File: config.mk
export PLATFORM = sky130hd
export DESIGN_NAME = err_stats_acc
export DESIGN_NICKNAME = d
export VERILOG_FILES = /design/src/rtl/err_stats_acc_pkg.sv /design/src/rtl/err_stat_lane.sv /design/src/rtl/err_stats_acc.sv
export SDC_FILE = /design/constraint.sdc
export NUM_CORES = 2
export LEC_CHECK = 0
export BUFFER_PORTS_ARGS = -buffer_cell sky130_fd_sc_hd__buf_2
export CORE_ASPECT_RATIO = 1.5
export CORE_UTILIZATION = 35
export CTS_CLUSTER_DIAMETER = 100
export DETAILED_ROUTE_END_ITERATION = 7
export GPL_ROUTABILITY_DRIVEN = 0
export SYNTH_ARGS = -nofsm -noshare
export SYNTH_HDL_FRONTEND = slang
export SYNTH_SLANG_ARGS = --single-unit
File: constraint.sdc
create_clock -name clk -period 9 [get_ports clk]
set_clock_uncertainty 0.15 [all_clocks]
set_input_delay 0.9 -clock clk [delete_from_list [all_inputs] [get_ports clk]]
set_output_delay 0.9 -clock clk [all_outputs]
set_load 0.02 [all_outputs]
File: src/rtl/err_stats_acc_pkg.sv
// Shared widths for the demod error-statistics path.
// Defaults used by err_stats_acc and err_stat_lane.
package err_stats_acc_pkg;
    localparam int ERR_W        = 18;  // error sample width, 1sFRAC
    localparam int ERR_FRAC     = 17;  // fractional bits of an error sample
    localparam int ERR_WIN_LOG2 = 4;   // nominal window length is 2**ERR_WIN_LOG2
endpackage

File: src/rtl/err_stat_lane.sv
// One channel of the error statistics: square/truncate, power and DC accumulators,
// and the per-window result registers.
module err_stat_lane
    import err_stats_acc_pkg::*;
#(
    parameter int DATA_W   = ERR_W,
    parameter int FRAC_W   = ERR_FRAC,
    parameter int WIN_LOG2 = ERR_WIN_LOG2
) (
    input  logic              clk,
    input  logic              reset,
    input  logic              flush,
    input  logic              load,
    input  logic              acc_en,
    input  logic              last,
    input  logic [DATA_W-1:0] err,
    output logic [DATA_W-2:0] ms_out,
    output logic [DATA_W-1:0] mean_out,
    output logic [DATA_W-2:0] ms_nxt,
    output logic              ovf_nxt
);
    localparam int SQ_W = DATA_W - 1;
    localparam int SA_W = SQ_W + WIN_LOG2;
    localparam int MA_W = DATA_W + WIN_LOG2;

    logic signed [2*DATA_W-1:0] err_x, prod;
    logic [SQ_W-1:0]            sq_d, sq_q;
    logic [DATA_W-1:0]          err_q;
    logic [SA_W-1:0]            sq_acc, sq_acc_nxt;
    logic [SA_W:0]              sq_sum;
    logic [MA_W-1:0]            mean_acc, mean_acc_nxt;
    logic [MA_W:0]              mean_sum;
    logic                       ovf_acc, sq_sat, mean_sat;
    logic                       unused_prod_bits;

    assign err_x = {{DATA_W{err[DATA_W-1]}}, err};
    assign prod  = err_x * err_x;
    // Only err = most-negative reaches bit 2*FRAC_W; clip it to just below 1.0.
    assign sq_d  = prod[2*FRAC_W] ? {SQ_W{1'b1}} : prod[2*FRAC_W-1 -: SQ_W];
    assign unused_prod_bits = ^{prod[2*DATA_W-1:2*FRAC_W+1], prod[FRAC_W-1:0]};

    assign sq_sum     = {1'b0, sq_acc} + {{(WIN_LOG2+1){1'b0}}, sq_q};
    assign sq_sat     = sq_sum[SA_W];
    assign sq_acc_nxt = sq_sat ? {SA_W{1'b1}} : sq_sum[SA_W-1:0];

    assign mean_sum = {mean_acc[MA_W-1], mean_acc} + {{(WIN_LOG2+1){err_q[DATA_W-1]}}, err_q};
    assign mean_sat = mean_sum[MA_W] ^ mean_sum[MA_W-1];
    always_comb begin
        mean_acc_nxt = mean_sum[MA_W-1:0];
        if (mean_sat)
            mean_acc_nxt = mean_sum[MA_W] ? {1'b1, {(MA_W-1){1'b0}}} : {1'b0, {(MA_W-1){1'b1}}};
    end

    // Saturated accumulators shifted by WIN_LOG2 always fit the output widths.
    assign ms_nxt  = sq_acc_nxt[SA_W-1:WIN_LOG2];
    assign ovf_nxt = ovf_acc | sq_sat | mean_sat;

    always_ff @(posedge clk or posedge reset) begin
        if (reset) begin
            sq_q     <= '0;
            err_q    <= '0;
            sq_acc   <= '0;
            mean_acc <= '0;
            ovf_acc  <= 1'b0;
            ms_out   <= '0;
            mean_out <= '0;
        end else begin
            if (load) begin
                sq_q  <= sq_d;
                err_q <= err;
            end
            if (flush) begin
                sq_acc   <= '0;
                mean_acc <= '0;
                ovf_acc  <= 1'b0;
            end else if (acc_en) begin
                if (last) begin
                    ms_out   <= ms_nxt;
                    mean_out <= mean_acc_nxt[MA_W-1:WIN_LOG2];
                    sq_acc   <= '0;
                    mean_acc <= '0;
                    ovf_acc  <= 1'b0;
                end else begin
                    sq_acc   <= sq_acc_nxt;
                    mean_acc <= mean_acc_nxt;
                    ovf_acc  <= ovf_nxt;
                end
            end
        end
    end
endmodule

File: src/rtl/err_stats_acc.sv
// Multi-channel error power / DC accumulator: window control, sample counter,
// I+Q power sum and result strobe around NUM_CH err_stat_lane instances.
module err_stats_acc
    import err_stats_acc_pkg::*;
#(
    parameter int DATA_W   = ERR_W,
    parameter int FRAC_W   = ERR_FRAC,
    parameter int NUM_CH   = 2,
    parameter int WIN_LOG2 = ERR_WIN_LOG2
) (
    input  logic                               clk,
    input  logic                               reset,
    input  logic                               clk_en,
    input  logic                               clear,
    input  logic                               ext_mode,
    input  logic                               hold,
    input  logic [NUM_CH*DATA_W-1:0]           err_in,
    output logic [NUM_CH*(DATA_W-1)-1:0]       ms_out,
    output logic [NUM_CH*DATA_W-1:0]           mean_out,
    output logic [DATA_W-2+$clog2(NUM_CH):0]   pwr_out,
    output logic [WIN_LOG2:0]                  win_count_out,
    output logic                               ovf_out,
    output logic                               result_valid
);
    localparam int CNT_W = WIN_LOG2 + 1;
    localparam int PWR_W = DATA_W - 1 + $clog2(NUM_CH);

    logic                           mode_q, flush, s0_en, s2_en, last_d;
    logic                           s1_v, s1_last;
    logic [CNT_W-1:0]               cnt, cnt_inc, s1_cnt;
    logic [NUM_CH-1:0][DATA_W-2:0]  ms_nxt;
    logic [NUM_CH-1:0]              ovf_nxt;
    logic [PWR_W-1:0]               pwr_nxt;

    // A mode switch mid-window would mix two window definitions, so treat it as a clear.
    assign flush   = clear | (ext_mode != mode_q);
    assign s0_en   = clk_en & ~flush;
    assign s2_en   = s1_v & ~flush;
    assign cnt_inc = (&cnt) ? cnt : cnt + CNT_W'(1);
    assign last_d  = ext_mode ? hold : (cnt == CNT_W'((1 << WIN_LOG2) - 1));

    for (genvar k = 0; k < NUM_CH; k++) begin : g_lane
        err_stat_lane #(
            .DATA_W  (DATA_W),
            .FRAC_W  (FRAC_W),
            .WIN_LOG2(WIN_LOG2)
        ) u_lane (
            .clk     (clk),
            .reset   (reset),
            .flush   (flush),
            .load    (s0_en),
            .acc_en  (s2_en),
            .last    (s1_last),
            .err     (err_in[k*DATA_W +: DATA_W]),
            .ms_out  (ms_out[k*(DATA_W-1) +: DATA_W-1]),
            .mean_out(mean_out[k*DATA_W +: DATA_W]),
            .ms_nxt  (ms_nxt[k]),
            .ovf_nxt (ovf_nxt[k])
        );
    end

    always_comb begin
        pwr_nxt = '0;
        for (int k = 0; k < NUM_CH; k++)
            pwr_nxt = pwr_nxt + PWR_W'(ms_nxt[k]);
    end

    always_ff @(posedge clk or posedge reset) begin
        if (reset) begin
            mode_q        <= 1'b0;
            cnt           <= '0;
            s1_v          <= 1'b0;
            s1_last       <= 1'b0;
            s1_cnt        <= '0;
            result_valid  <= 1'b0;
            pwr_out       <= '0;
            win_count_out <= '0;
            ovf_out       <= 1'b0;
        end else begin
            mode_q       <= ext_mode;
            result_valid <= 1'b0;
            if (flush) begin
                cnt  <= '0;
                s1_v <= 1'b0;
            end else begin
                s1_v <= clk_en;
                if (clk_en) begin
                    s1_last <= last_d;
                    s1_cnt  <= cnt_inc;
                    cnt     <= last_d ? '0 : cnt_inc;
                end
                if (s1_v && s1_last) begin
                    result_valid  <= 1'b1;
                    pwr_out       <= pwr_nxt;
                    win_count_out <= s1_cnt;
                    ovf_out       <= |ovf_nxt;
                end
            end
        end
    end
endmodule

==> results.sh <==
export IMPL_htreeDepth=2
export IMPL_worstMarginPinSlew_ns=1.001
export IMPL_fp_row_count=142
export IMPL_synth_edf_count=0
export IMPL_drtIter0Drc=1155
export IMPL_synth_area_leaders="fa_1, dfrtp_1, ha_1"
export IMPL_setup_slack_ns=1.757
export IMPL_die_h_um=390.0
export IMPL_cpMostUsedCell="fa_1"
export IMPL_instances_no_fill=5157
export IMPL_pre_cts_slack_ns=1.154
export IMPL_synth_distinct_cells=81
export IMPL_wl_per_cell_um=17.73
export IMPL_cts_tree="yes"
export IMPL_fmax_ghz=0.1381
export IMPL_die_area_mm2=0.1017
export IMPL_cts_post_setup_buffers_inserted=0
export IMPL_diodes=0
export IMPL_die_w_um=260.7
export IMPL_syn_nets=4697
export IMPL_end_kind="flip-flop"
export IMPL_wl_um=91460
export IMPL_synthFlopType="dfrtp_1"
export IMPL_post_route_period_util=0.8048
export IMPL_fin_crit_ns=7.243
export IMPL_synthToLayoutAreaGrowth_pct=8.791
export IMPL_synth_seq_cells=266
export IMPL_synth_cells=3778
export IMPL_clockBufferDepth=3
export IMPL_setup_viol=0
export IMPL_final_antenna_net_count=0
export IMPL_maxCapViolations=0
export IMPL_ctsResizeCount=0
export IMPL_worst_r2r_setup_slack_ns=2.94
export IMPL_synth_commonest_cells="inv_1, fa_1, nand2_1"
export IMPL_core_mm2=0.09967
export IMPL_r2r_start="g_lane[0].u_lane.sq_acc[1]"
export IMPL_yosys_area_top_type="fa_1"
export IMPL_synth_top_cell_area_share=0.3300
export IMPL_io_pins=137
export IMPL_crit_family="adder cells"
export IMPL_dp_hpwl_um=73800
export IMPL_critPathMaxFanout=17
export IMPL_path_buf_inv=7
export IMPL_yosysWarnings=0
export IMPL_antenna_found_initial=4
export IMPL_fin_setup_tns_ns=0
export IMPL_vias_per_cell=4.872
export IMPL_detail_route_drc_violations=8
export IMPL_slew_headroom=0.3327
export IMPL_slew_violations=0
export IMPL_drive_gt1_frac=0.07252
export IMPL_hold_class="in -> async"
export IMPL_grt_max_degree=88
export IMPL_ys_seq_area_frac=0.1895
export IMPL_fin_util=0.3834
export IMPL_hold_viol_final=0
export IMPL_drt_pass1_iter_count=7
export IMPL_required_ns=9.22
export IMPL_ff_latch_area_mm2=0.006656
export IMPL_track_usage=0.1879
export IMPL_fill_cells=10110
export IMPL_clk_latency_ns=0.55
export IMPL_multiInputGateArea_mm2=0.02477
export IMPL_cts_buffers=34
export IMPL_grt_pass1_wl_um=149100
export IMPL_grt_overflow=0
export IMPL_avgSynthCellArea_um2=9.297
export IMPL_slowest_stage="fa_1"
export IMPL_critical_path_class="in -> reg"
export IMPL_grt_pass1_vias=27740
export IMPL_portBuffers=136
export IMPL_root_buffer="clkbuf_16"
export IMPL_placed_cells=5097
export IMPL_startpoint_type="input pin"
export IMPL_vias=25130
export IMPL_rsz0062_at_grt="false"
export IMPL_cts_hold_fix_buffers=0
export IMPL_async_flop_share=1.000
export IMPL_initial_utilization=0.3524
export IMPL_cpPeakStageDelay_ns=0.55
export IMPL_synth_most_common_cell="inv_1"
export IMPL_nNetsFinal=4756
export IMPL_clkSinkCount=266
export IMPL_outcome="complete, but fails checks"
export IMPL_ff2ff_path_depth=23
export IMPL_failed_checks="DRC"
export IMPL_path_clk_slew_ns=0.07
export IMPL_r2r_end="pwr_out[14]"
export IMPL_syn_area_mm2=0.03512
export IMPL_worstPathArrival_ns=7.46
[how the worst max path moves through the flow]
| stage | start | end | cells after the start |
|---|---|---|---|
| floorplan | reset | cnt[0] | 1 |
| global placement | err_in[9] | g_lane[0].u_lane.sq_q[11] | 25 |
| detailed placement | err_in[9] | g_lane[0].u_lane.sq_q[10] | 25 |
| CTS | err_in[9] | g_lane[0].u_lane.sq_q[6] | 25 |
| global route | err_in[35] | g_lane[1].u_lane.sq_q[4] | 23 |
| finish | err_in[9] | g_lane[0].u_lane.sq_q[6] | 25 |
[layout make-up]
cell class,count,share of cell area
multi-input cells,2537,0.6483
clock inverters,17,0.005828
clock buffers,43,0.02502
flip-flops and latches,266,0.1742
inverters,846,0.08330
well taps,1296,0.04243
repair buffers,152,0.02096
[flip-flops by register name (all words and copies together), names as in the netlist, 2 cells and up]
name / flops
s1_cnt: 5
win_count_out: 5
g_lane.u_lane.sq_acc: 42
g_lane.u_lane.mean_acc: 44
g_lane.u_lane.sq_q: 34
pwr_out: 18
g_lane.u_lane.mean_out: 36
cnt: 5
g_lane.u_lane.err_q: 36
g_lane.u_lane.ms_out: 34
g_lane.u_lane.ovf_acc: 2
[cell usage in the layout, fill, tap and decap left out, types with 5 or more instances in the layout]
| cell | n |
|---|---|
| buf_4 | 16 |
| o21a_1 | 19 |
| inv_1 | 839 |
| a21boi_0 | 5 |
| dfrtp_1 | 266 |
| nand2_1 | 478 |
| o21ai_1 | 25 |
| o21bai_1 | 14 |
| xnor2_1 | 107 |
| maj3_1 | 5 |
| xor2_1 | 55 |
| or3_1 | 10 |
| nand2b_1 | 26 |
| a31oi_1 | 70 |
| or2_2 | 9 |
| o21ai_0 | 137 |
| clkbuf_8 | 5 |
| ha_1 | 298 |
| fa_1 | 579 |
| a21oi_1 | 117 |
| nor3_1 | 26 |
| and2_1 | 68 |
| a21o_1 | 68 |
| and3_1 | 19 |
| o211ai_1 | 8 |
| mux2_2 | 26 |
| nand4_1 | 9 |
| nor2_1 | 177 |
| nor2b_1 | 13 |
| o31ai_1 | 8 |
| buf_2 | 136 |
| clkbuf_16 | 35 |
| a31o_2 | 8 |
| nand3_1 | 19 |
| clkinv_2 | 7 |
| a211oi_1 | 10 |
| a22o_1 | 44 |
[cell families after synthesis]
| kind of cell | Yosys count | synth area share |
|---|---|---|
| multiplexers | 29 | 0.009190 |
| adder cells (fa/ha/maj) | 883 | 0.4379 |
| flip-flops | 266 | 0.1895 |
| AND/OR/NAND/NOR | 874 | 0.1079 |
| buffers and inverters | 975 | 0.1061 |
| XOR/XNOR | 164 | 0.04132 |
| AO/OA/AOI/OAI | 587 | 0.1081 |
[through the flow]
stage	cell area (um^2)	hold WS, ns
after CTS	38210	0.2861
after global routing	38210	0.3162
after global placement	37030	0.3042
after detailed placement	37030	0.3109
final	38210	0.2834
after floorplan	35120	0.2886
[per-layer routing]
layer,track usage,wire length [um],vias up
li1,-,-,11860
met1,0.2057,34820,12680
met2,0.3650,50230,425
met3,0.01837,2577,163
met4,0.07081,3789,6
met5,0,42,-
Power is left out: the tool's default activity adds up to more than one toggle a clock period on the data nets, which glitch-free logic cannot reach.
